--- config.mk ---
export PLATFORM = sky130hd
export DESIGN_NAME = vx_writeback_arb
export DESIGN_NICKNAME = d
export VERILOG_FILES = /design/src/rtl/vx_writeback_arb.sv
export SDC_FILE = /design/constraint.sdc
export NUM_CORES = 1
export LEC_CHECK = 0
export CAP_MARGIN = 5
export CORE_AREA = 5 5 423 425
export DETAILED_ROUTE_END_ITERATION = 6
export DIE_AREA = 0 0 428 430
export SYNTH_ARGS = -nofsm -noshare
export SYNTH_HDL_FRONTEND = slang
export SYNTH_SLANG_ARGS = --single-unit
--- constraint.sdc ---
create_clock -name clk -period 8.3 [get_ports clk]
set_input_delay 2.075 -clock clk [delete_from_list [all_inputs] [get_ports clk]]
set_output_delay 2.075 -clock clk [all_outputs]
set_load 0.02 [all_outputs]
--- src/rtl/vx_writeback_arb.sv ---
`default_nettype none
// ============================================================================
// Module   : vx_writeback_arb
// Purpose  : Merges per-unit commit streams into one registered writeback
//            stream, round-robin per packet, never interleaving sop..eop.
// Revision : 1.0
// ============================================================================
module vx_writeback_arb #(
    parameter int NUM_INPUTS  = 4,
    parameter int NUM_THREADS = 4,
    parameter int XLEN        = 32,
    parameter int NR_BITS     = 6,
    parameter int WIS_W       = 1,
    parameter int UUID_W      = 44
) (
    input  logic                              clk,
    input  logic                              reset,
    input  logic [NUM_INPUTS-1:0]             cm_valid,
    output logic [NUM_INPUTS-1:0]             cm_ready,
    input  logic [NUM_INPUTS*UUID_W-1:0]      cm_uuid,
    input  logic [NUM_INPUTS*WIS_W-1:0]       cm_wis,
    input  logic [NUM_INPUTS*NUM_THREADS-1:0] cm_tmask,
    input  logic [NUM_INPUTS*XLEN-1:0]        cm_pc,
    input  logic [NUM_INPUTS-1:0]             cm_wb,
    input  logic [NUM_INPUTS*NR_BITS-1:0]     cm_rd,
    input  logic [NUM_INPUTS*NUM_THREADS*XLEN-1:0] cm_data,
    input  logic [NUM_INPUTS-1:0]             cm_sop,
    input  logic [NUM_INPUTS-1:0]             cm_eop,
    output logic                              wb_valid,
    output logic [UUID_W-1:0]                 wb_uuid,
    output logic [WIS_W-1:0]                  wb_wis,
    output logic [NUM_THREADS-1:0]            wb_tmask,
    output logic [XLEN-1:0]                   wb_pc,
    output logic [NR_BITS-1:0]                wb_rd,
    output logic [NUM_THREADS*XLEN-1:0]       wb_data,
    output logic                              wb_sop,
    output logic                              wb_eop,
    output logic                              retire_valid,
    output logic [WIS_W-1:0]                  retire_wis
);

    localparam int IDX_W = (NUM_INPUTS > 1) ? $clog2(NUM_INPUTS) : 1;

    typedef enum logic [0:0] {
        ST_UNLOCKED = 1'b0,
        ST_LOCKED   = 1'b1
    } state_t;

    state_t           r_state;
    logic [IDX_W-1:0] r_owner;
    logic [IDX_W-1:0] r_rr_ptr;

    logic             w_any;
    logic [IDX_W-1:0] w_gidx;

    // Descending scans leave the lowest hit; the second scan overrides with
    // the lowest valid at/after the pointer, giving a cyclic search.
    always_comb begin
        w_any  = 1'b0;
        w_gidx = '0;
        if (r_state == ST_LOCKED) begin
            w_any  = cm_valid[r_owner];
            w_gidx = r_owner;
        end else begin
            for (int i = NUM_INPUTS - 1; i >= 0; i--) begin
                if (cm_valid[i]) begin
                    w_any  = 1'b1;
                    w_gidx = IDX_W'(i);
                end
            end
            for (int i = NUM_INPUTS - 1; i >= 0; i--) begin
                if (cm_valid[i] && (IDX_W'(i) >= r_rr_ptr)) begin
                    w_any  = 1'b1;
                    w_gidx = IDX_W'(i);
                end
            end
        end
    end

    assign cm_ready = w_any ? (NUM_INPUTS'(1) << w_gidx) : '0;

    logic                        w_sop;
    logic                        w_eop;
    logic                        w_wb;
    logic [NUM_THREADS-1:0]      w_tmask;
    logic [WIS_W-1:0]            w_wis;
    logic [IDX_W-1:0]            w_next_ptr;

    assign w_sop      = cm_sop[w_gidx];
    assign w_eop      = cm_eop[w_gidx];
    assign w_wb       = cm_wb[w_gidx];
    assign w_tmask    = cm_tmask[w_gidx*NUM_THREADS +: NUM_THREADS];
    assign w_wis      = cm_wis[w_gidx*WIS_W +: WIS_W];
    assign w_next_ptr = (w_gidx == IDX_W'(NUM_INPUTS - 1)) ? '0 : w_gidx + 1'b1;

    always_ff @(posedge clk) begin
        if (reset) begin
            r_state      <= ST_UNLOCKED;
            r_owner      <= '0;
            r_rr_ptr     <= '0;
            wb_valid     <= 1'b0;
            retire_valid <= 1'b0;
        end else begin
            wb_valid     <= w_any && w_wb && (|w_tmask);
            retire_valid <= w_any && w_eop;
            if (w_any) begin
                case (r_state)
                    ST_UNLOCKED: begin
                        if (w_sop && !w_eop) begin
                            r_state <= ST_LOCKED;
                            r_owner <= w_gidx;
                        end else if (w_eop) begin
                            r_rr_ptr <= w_next_ptr;
                        end
                    end
                    ST_LOCKED: begin
                        if (w_eop) begin
                            r_state  <= ST_UNLOCKED;
                            r_rr_ptr <= w_next_ptr;
                        end
                    end
                    default: r_state <= ST_UNLOCKED;
                endcase
            end
        end
    end

    // Payload registers carry no reset; wb_valid/retire_valid qualify them.
    always_ff @(posedge clk) begin
        wb_uuid    <= cm_uuid[w_gidx*UUID_W +: UUID_W];
        wb_wis     <= w_wis;
        wb_tmask   <= w_tmask;
        wb_pc      <= cm_pc[w_gidx*XLEN +: XLEN];
        wb_rd      <= cm_rd[w_gidx*NR_BITS +: NR_BITS];
        wb_data    <= cm_data[w_gidx*NUM_THREADS*XLEN +: NUM_THREADS*XLEN];
        wb_sop     <= w_sop;
        wb_eop     <= w_eop;
        retire_wis <= w_wis;
    end

`ifndef SYNTHESIS
    a_sop_when_unlocked: assert property (@(posedge clk) disable iff (reset)
        (w_any && r_state == ST_UNLOCKED) |-> w_sop);
    a_no_sop_when_locked: assert property (@(posedge clk) disable iff (reset)
        (w_any && r_state == ST_LOCKED) |-> !w_sop);
`endif

endmodule
`default_nettype wire

==> results.md, run 1 <==
* Outcome: completed
* Max-Cap Viols at 0
* Critical Path Sink: cm_ready[3]
* DP HPWL at between 100,000 and 150,000 um
* Crit path max-delay family: buffers and inverters
* Final slew viol count at 0
* DR iter-0 viols at between 1,000 and 1,500
* # nets final at ~3,600
* Startpoint Class: primary input
* Peak VDD IR at 0.167 mV
* Synth top area share at between 30% and 40%
* Syn_area_per_cell at 6.71 um^2
* Gate Count Post-Synth at between 1,500 and 2,000
* Fillers at 20,100
* Critical path cell sequence: clkdlybuf4s50_1 -> nand2b_2 -> and3_4 -> o311ai_4 -> inv_16 -> ha_1 -> and2_1 -> clkdlybuf4s50_1
* Cell taking the most area after synthesis: dfxtp_1
* Initial Util at approximately 6.6%
* Die Ht at around 430 um
* Setup violators final at 0
* Via count at around 17,000
* CTS Hold Bufs at 0
* Post-Synth XOR/XNOR Area at 0%
* Initial antenna violation count at 31
* R2R Setup Slk at approximately 3.9 ns
* Slew HR at between 30% and 40%
* Most common cell after layout, fill and taps aside: clkdlybuf4s50_1
* Endpoint type of the worst setup path: output port
* Area growth, synth to finish at 127%
* Fin. Hold Viols at 0
* Largest net degree at the start of global routing at 125
* H-tree levels at 2
* Crit path kind: in2out
* DRC violations left at 0
* Cell Count, Final, Fillers Out at ~5,100
* Synth async-reset ratio at 0%
* Hold Slack at 0.473 ns
* Die area at 0.184 mm^2
* WL met1 at between 40,000 and 50,000 um
* Met2 Wirelength at roughly 62,000 um
* Distinct cell type count after synthesis at 40
* Reg-to-Reg End: r_owner[0]
* CP arrival at 5.10 ns
* Routed len/inst at 24.5 um
* Top cells by area, synth: dfxtp_1 (39%), nand2_1 (28%), a31oi_1 (12%)
* Met3 WL post-DR at 10,100 um
* Drt first pass iters at 5
* CTS clk-pin slew, worst paths at 0.06 ns
* Antenna Nets Post-Route at 0
* Total power at approximately 9600 uW
* Mapped cell area at 0.0116 mm^2
* Top Metal Used: met5
* Max incr delay on CP at 0.84 ns
* EDFF count, synth at 0
* Register bit total from synthesis at roughly 220
* Synth Area in Compound Gates at 13.1%
* Routability Congestion at approximately 0.96
* Commonest non-fill, non-tap cells in the layout: clkdlybuf4s50_1 (1,101), nand2_1 (869), dfxtp_1 (224), and3_1 (215), a31oi_1 (214)
* Number of global-route vias before repair at about 17,000
* Period utilization at roughly 86%
* Inserted Clock Buffers at 37
* DR vias/cell at approximately 3.3
* Crit-path slowest cell: o311ai_4
* RSZ-0062 raised after global routing: false
* Drt total wl at roughly 130,000 um
* Die width at ~430 um
* Setup TNS Final at 0 ns
* I/O Pins at roughly 1,100
* CTS tree: built
* Placed insts at between 5,000 and 6,000
* Cell area power density at ~360 mW/mm^2
* CP most frequent cell: clkdlybuf4s50_1
* R2r startpoint: r_rr_ptr[0]
* Postcts setup bufs at 0
* IO Port Bufs at 1,101
* Worst EP required at 6.23 ns
* Post-CTS Resized at 0
* Total grt overflow at 0
* Start point of the critical path: cm_valid[2]
* Clk_skew at around 0.041 ns
* Largest family of logic cells by synthesized area: simple AND/OR/NAND/NOR gates
* Core area at about 0.17 mm^2
* Depth of the worst register-to-register path at 9
* CTS Buffer Depth at 3
* Levels on crit path at 8
* Slew @ Worst Pin at 0.992 ns
* Crit path time final at around 7.2 ns
* Root buffer cell: clkbuf_16
* WP buf/inv at 3
* Layout cells sized above 1 at under 10%
* YS warnings at 0
* Synth Flop Type: dfxtp_1
* Fmax at about 140 MHz
* FP Rows at around 150
* Multiplexer area fraction after synthesis at 0.507%
* First-pass GRT wire length at between 150,000 and 200,000 um
* Final Util at between 10% and 20%
* Later-pin clock latency in the skew report at a little under 0.6 ns
* Post-Synth Simple-Gate Area at 41.2%
* Worst-path fanout max at 96
* Hold WC Path Type: reg2reg
* Static Leakage at 0.0105 uW
* Synth Area in Adders at less than 1%
* Total GRT Usage at 12.9%
* Sink Count at 224
* Syn nets at roughly 2,600
* Seq/Total Area, Yosys at 38.6%
-- layout make-up --
type | count | area [um^2] | area share, %
timing repair buffer | 1120 | 11200 | 42.4
inverter | 5 | 40.0 | 0.152
sequential | 224 | 4480 | 17.0
multi-input combinational | 1354 | 6420 | 24.3
clock buffer | 48 | 1020 | 3.85
tap | 2340 | 2930 | 11.1
antenna | 11 | 27.5 | 0.104
clock inverter | 19 | 280 | 1.06
-- worst reg2reg max path: cells and delay by family (launching register included) --
family                 cells  cell delay [ns]
DFF                        1             0.32
muxes                      1             0.35
AOI/OAI and AO/OA          2             1.51
buffers and inverters      2             1.38
and+or+nand+nor            4             0.69
-- cell families after synthesis --
logic type / count (synthesis)
mux: 4
compound gates: 234
flops: 224
fa+ha+maj: 4
buf+inv: 151
simple gates: 1112
-- flip-flops by register name (all words and copies together), names as in the netlist --
name / count
wb_data: 128
wb_uuid: 44
wb_pc: 32
wb_rd: 6
wb_tmask: 4
r_owner: 2
r_rr_ptr: 2
r_state: 1
retire_valid: 1
retire_wis: 1
wb_eop: 1
wb_sop: 1
wb_valid: 1
-- through the flow --
step | setup WS (ns) | cell area, um^2
2_1_floorplan | 2.46 | 11600
3_3_place_gp | 1.09 | 25100
3_5_place_dp | 1.07 | 25100
4_1_cts | 1.06 | 26400
5_1_grt | 0.951 | 26400
6_report | 1.12 | 26400
-- power by group --
| part | leakage, uW | total [uW] | switching (uW) | internal [uW] |
|---|---|---|---|---|
| Combinational | 0.00793 | 5910 | 3820 | 2090 |
| Clock | 0.000630 | 1730 | 669 | 1060 |
| Sequential | 0.00189 | 1980 | 303 | 1680 |
-- cell usage after synthesis, types with 2 or more instances --
cell type,instances
nand2_1,869
dfxtp_1,224
a31oi_1,215
and3_1,215
clkbuf_1,80
buf_2,45
buf_4,16
nor2_1,8
a21oi_1,6
and2_1,5
ha_1,4
nand2b_1,4
buf_6,3
inv_1,3
a21oi_2,2
a22oi_1,2
buf_1,2
mux2_1,2
nor2b_1,2
o311ai_4,2
-- how the worst min path moves through the flow --
stage                     start          end  slack [ns]  depth (start not counted)
finish              r_rr_ptr[0]  r_rr_ptr[0]        0.47                          2
floorplan           r_rr_ptr[0]  r_rr_ptr[0]        0.43                          2
CTS                 r_rr_ptr[0]  r_rr_ptr[0]        0.47                          2
global placement    r_rr_ptr[0]  r_rr_ptr[0]        0.48                          2
global route        r_rr_ptr[0]  r_rr_ptr[0]        0.50                          2
detailed placement  r_rr_ptr[0]  r_rr_ptr[0]        0.46                          2
-- layer usage --
metal / global-route usage, % / up-vias
met5: 0 / -
met4: 3.81 / 8
met3: 3.53 / 128
met2: 22.5 / 857
met1: 15.3 / 7881
li1: - / 7818
Power figures use the tool's default switching activity.
==> run 2, diff against run 1 <==
--- a/config.mk
+++ b/config.mk
@@ -6,9 +6,10 @@
 export NUM_CORES = 1
 export LEC_CHECK = 0
 export CAP_MARGIN = 5
-export CORE_AREA = 5 5 423 425
+export CORE_AREA = 5 5 428 430
 export DETAILED_ROUTE_END_ITERATION = 6
-export DIE_AREA = 0 0 428 430
+export DIE_AREA = 0 0 433 435
+export DONT_BUFFER_PORTS = 1
 export SYNTH_ARGS = -nofsm -noshare
 export SYNTH_HDL_FRONTEND = slang
 export SYNTH_SLANG_ARGS = --single-unit
==> results.md, run 2 (synthesized netlist as in run 1, its figures left out) <==
* Outcome: completed (unchanged)
* Period utilization at 74.8% (was 86.5%)
* CTS Buffer Depth at 3 (unchanged)
* Initial antenna violation count at 35 (was 31)
* Endpoint type of the worst setup path: output port (unchanged)
* Drt total wl at 124,000 um (was 125,000 um)
* CTS Hold Bufs at 0 (unchanged)
* Fin. Hold Viols at 0 (unchanged)
* Fmax at 161 MHz (was 139 MHz)
* Peak VDD IR at 0.199 mV (was 0.167 mV)
* Clk_skew at 0.0400 ns (was 0.0415 ns)
* Number of global-route vias before repair at 12,600 (was 16,500)
* Slew @ Worst Pin at 1.28 ns (was 0.992 ns)
* Total GRT Usage at 12.4% (was 12.9%)
* Biggest regs: wb_data: 128 flops, wb_uuid: 44 flops, wb_pc: 32 flops (unchanged)
* Later-pin clock latency in the skew report at 0.61 ns (was 0.59 ns)
* DR vias/cell at 3.16 (was 3.26)
* Critical path cell sequence: and2b_1 -> o21ai_0 -> nand3_4 -> inv_6 -> ha_1 -> and2_1 (was clkdlybuf4s50_1 -> nand2b_2 -> and3_4 -> o311ai_4 -> inv_16 -> ha_1 -> and2_1 -> clkdlybuf4s50_1)
* Root buffer cell: clkbuf_16 (unchanged)
* Area growth, synth to finish at 34.3% (was 127%)
* Met2 Wirelength at 60,600 um (was 62,400 um)
* Most common cell after layout, fill and taps aside: nand2_1 (was clkdlybuf4s50_1)
* Crit path time final at 6.21 ns (was 7.18 ns)
* Worst-path fanout max at 85 (was 96)
* Max incr delay on CP at 0.60 ns (was 0.84 ns)
* Max reg flops at 128 (unchanged)
* Core area at 0.179 mm^2 (was 0.175 mm^2)
* Slew HR at 14.2% (was 33.7%)
* Met3 WL post-DR at 12,300 um (was 10,100 um)
* I/O Pins at 1,102 (unchanged)
* Postcts setup bufs at 0 (unchanged)
* CP arrival at 4.13 ns (was 5.10 ns)
* H-tree levels at 2 (unchanged)
* Drt first pass iters at 6 (was 5)
* Initial Util at 6.47% (was 6.64%)
* Final Util at 8.69% (was 15.1%)
* Commonest non-fill, non-tap cells in the layout: nand2_1 (869), dfxtp_1 (224), and3_1 (215), a31oi_1 (214), clkbuf_16 (38) (was clkdlybuf4s50_1 (1,101), nand2_1 (869), dfxtp_1 (224), and3_1 (215), a31oi_1 (214))
* Via count at 12,800 (was 16,700)
* Crit-path slowest cell: inv_6 (was o311ai_4)
* Max-Cap Viols at 0 (unchanged)
* Sink Count at 224 (unchanged)
* Post-CTS Resized at 0 (unchanged)
* Total grt overflow at 0 (unchanged)
* Inserted Clock Buffers at 38 (was 37)
* CTS clk-pin slew, worst paths at 0.06 ns (about the same)
* Routed len/inst at 30.5 um (was 24.5 um)
* Largest net degree at the start of global routing at 177 (was 125)
* Cell area power density at 546 mW/mm^2 (was 364 mW/mm^2)
* WL met1 at 46,900 um (was 49,100 um)
* Reg with most FFs: wb_data (unchanged)
* Die Ht at 435 um (was 430 um)
* CTS tree: built (unchanged)
* DRC violations left at 0 (unchanged)
* Final slew viol count at 0 (unchanged)
* Routability Congestion at 1.03 (was 0.963)
* Die width at 433 um (was 428 um)
* FP Rows at 156 (was 154)
* Worst EP required at 6.23 ns (about the same)
* Layout cells sized above 1 at 5.75% (was 3.32%)
* Setup TNS Final at 0 ns (unchanged)
* Top Metal Used: met5 (unchanged)
* DP HPWL at 107,000 um (was 108,000 um)
* Antenna Nets Post-Route at 0 (unchanged)
* Die area at 0.188 mm^2 (was 0.184 mm^2)
* DR iter-0 viols at 1,140 (was 1,158)
* Crit path kind: in2out (unchanged)
* RSZ-0062 raised after global routing: false (unchanged)
* Static Leakage at 0.00621 uW (was 0.0105 uW)
* Hold WC Path Type: reg2reg (unchanged)
* First-pass GRT wire length at 149,000 um (was 160,000 um)
* Startpoint Class: primary input (unchanged)
* IO Port Bufs at 0 (was 1,101)
* # nets final at 2,523 (was 3,624)
* Setup violators final at 0 (unchanged)
==> run 2: final timing paths <==
path                    start          end  slack (ns)  cells past startpoint
setup / recovery  cm_valid[0]  cm_ready[3]        2.09                      6
setup reg to reg  r_rr_ptr[0]     wb_valid        3.99                      9
hold / removal    r_rr_ptr[0]  r_rr_ptr[0]        0.51                      2
hold reg to reg   r_rr_ptr[0]  r_rr_ptr[0]        0.51                      2
==> run 2: area by class of cell <==
class                      count  area (um^2)
tap                         2370         2970
clock buffer                  44          993
antenna                       14         35.0
sequential                   224         4480
fill                       21100       164000
timing repair buffer          18          198
inverter                       5         40.0
multi-input combinational   1354         6420
clock inverter                26          448
==> run 2: power by group <==
part | leakage [uW] | switching [uW] | internal [uW]
Sequential | 0.00189 | 1990 | 1680
Clock | 0.000688 | 711 | 1210
Combinational | 0.00363 | 2080 | 837
==> run 2: layer usage <==
layer	global-route usage (%)	vias to the layer above
li1	-	5613
met1	14.2	6329
met2	21.6	703
met3	4.78	125
met4	3.12	24
met5	0	-
==> run 2: critical path, delay by kind of cell <==
| kind | cells | cell delay (ns) |
|---|---|---|
| buffers and inverters | 1 | 0.60 |
| adders and majority gates | 1 | 0.26 |
| AOI/OAI and AO/OA | 1 | 0.30 |
| and+or+nand+nor | 3 | 0.88 |
==> run 2: through the flow <==
stage	power (uW)	setup WS [ns]	cells	hold slack [ns]	area (um^2)
floorplan	4500	2.46	1729	0.429	11600
global placement	6890	2.10	3971	0.500	14100
detailed placement	6900	2.03	3971	0.495	14100
CTS	8940	2.03	4041	0.511	15600
global route	9130	1.87	4046	0.571	15600
finish	8510	2.09	4055	0.514	15600
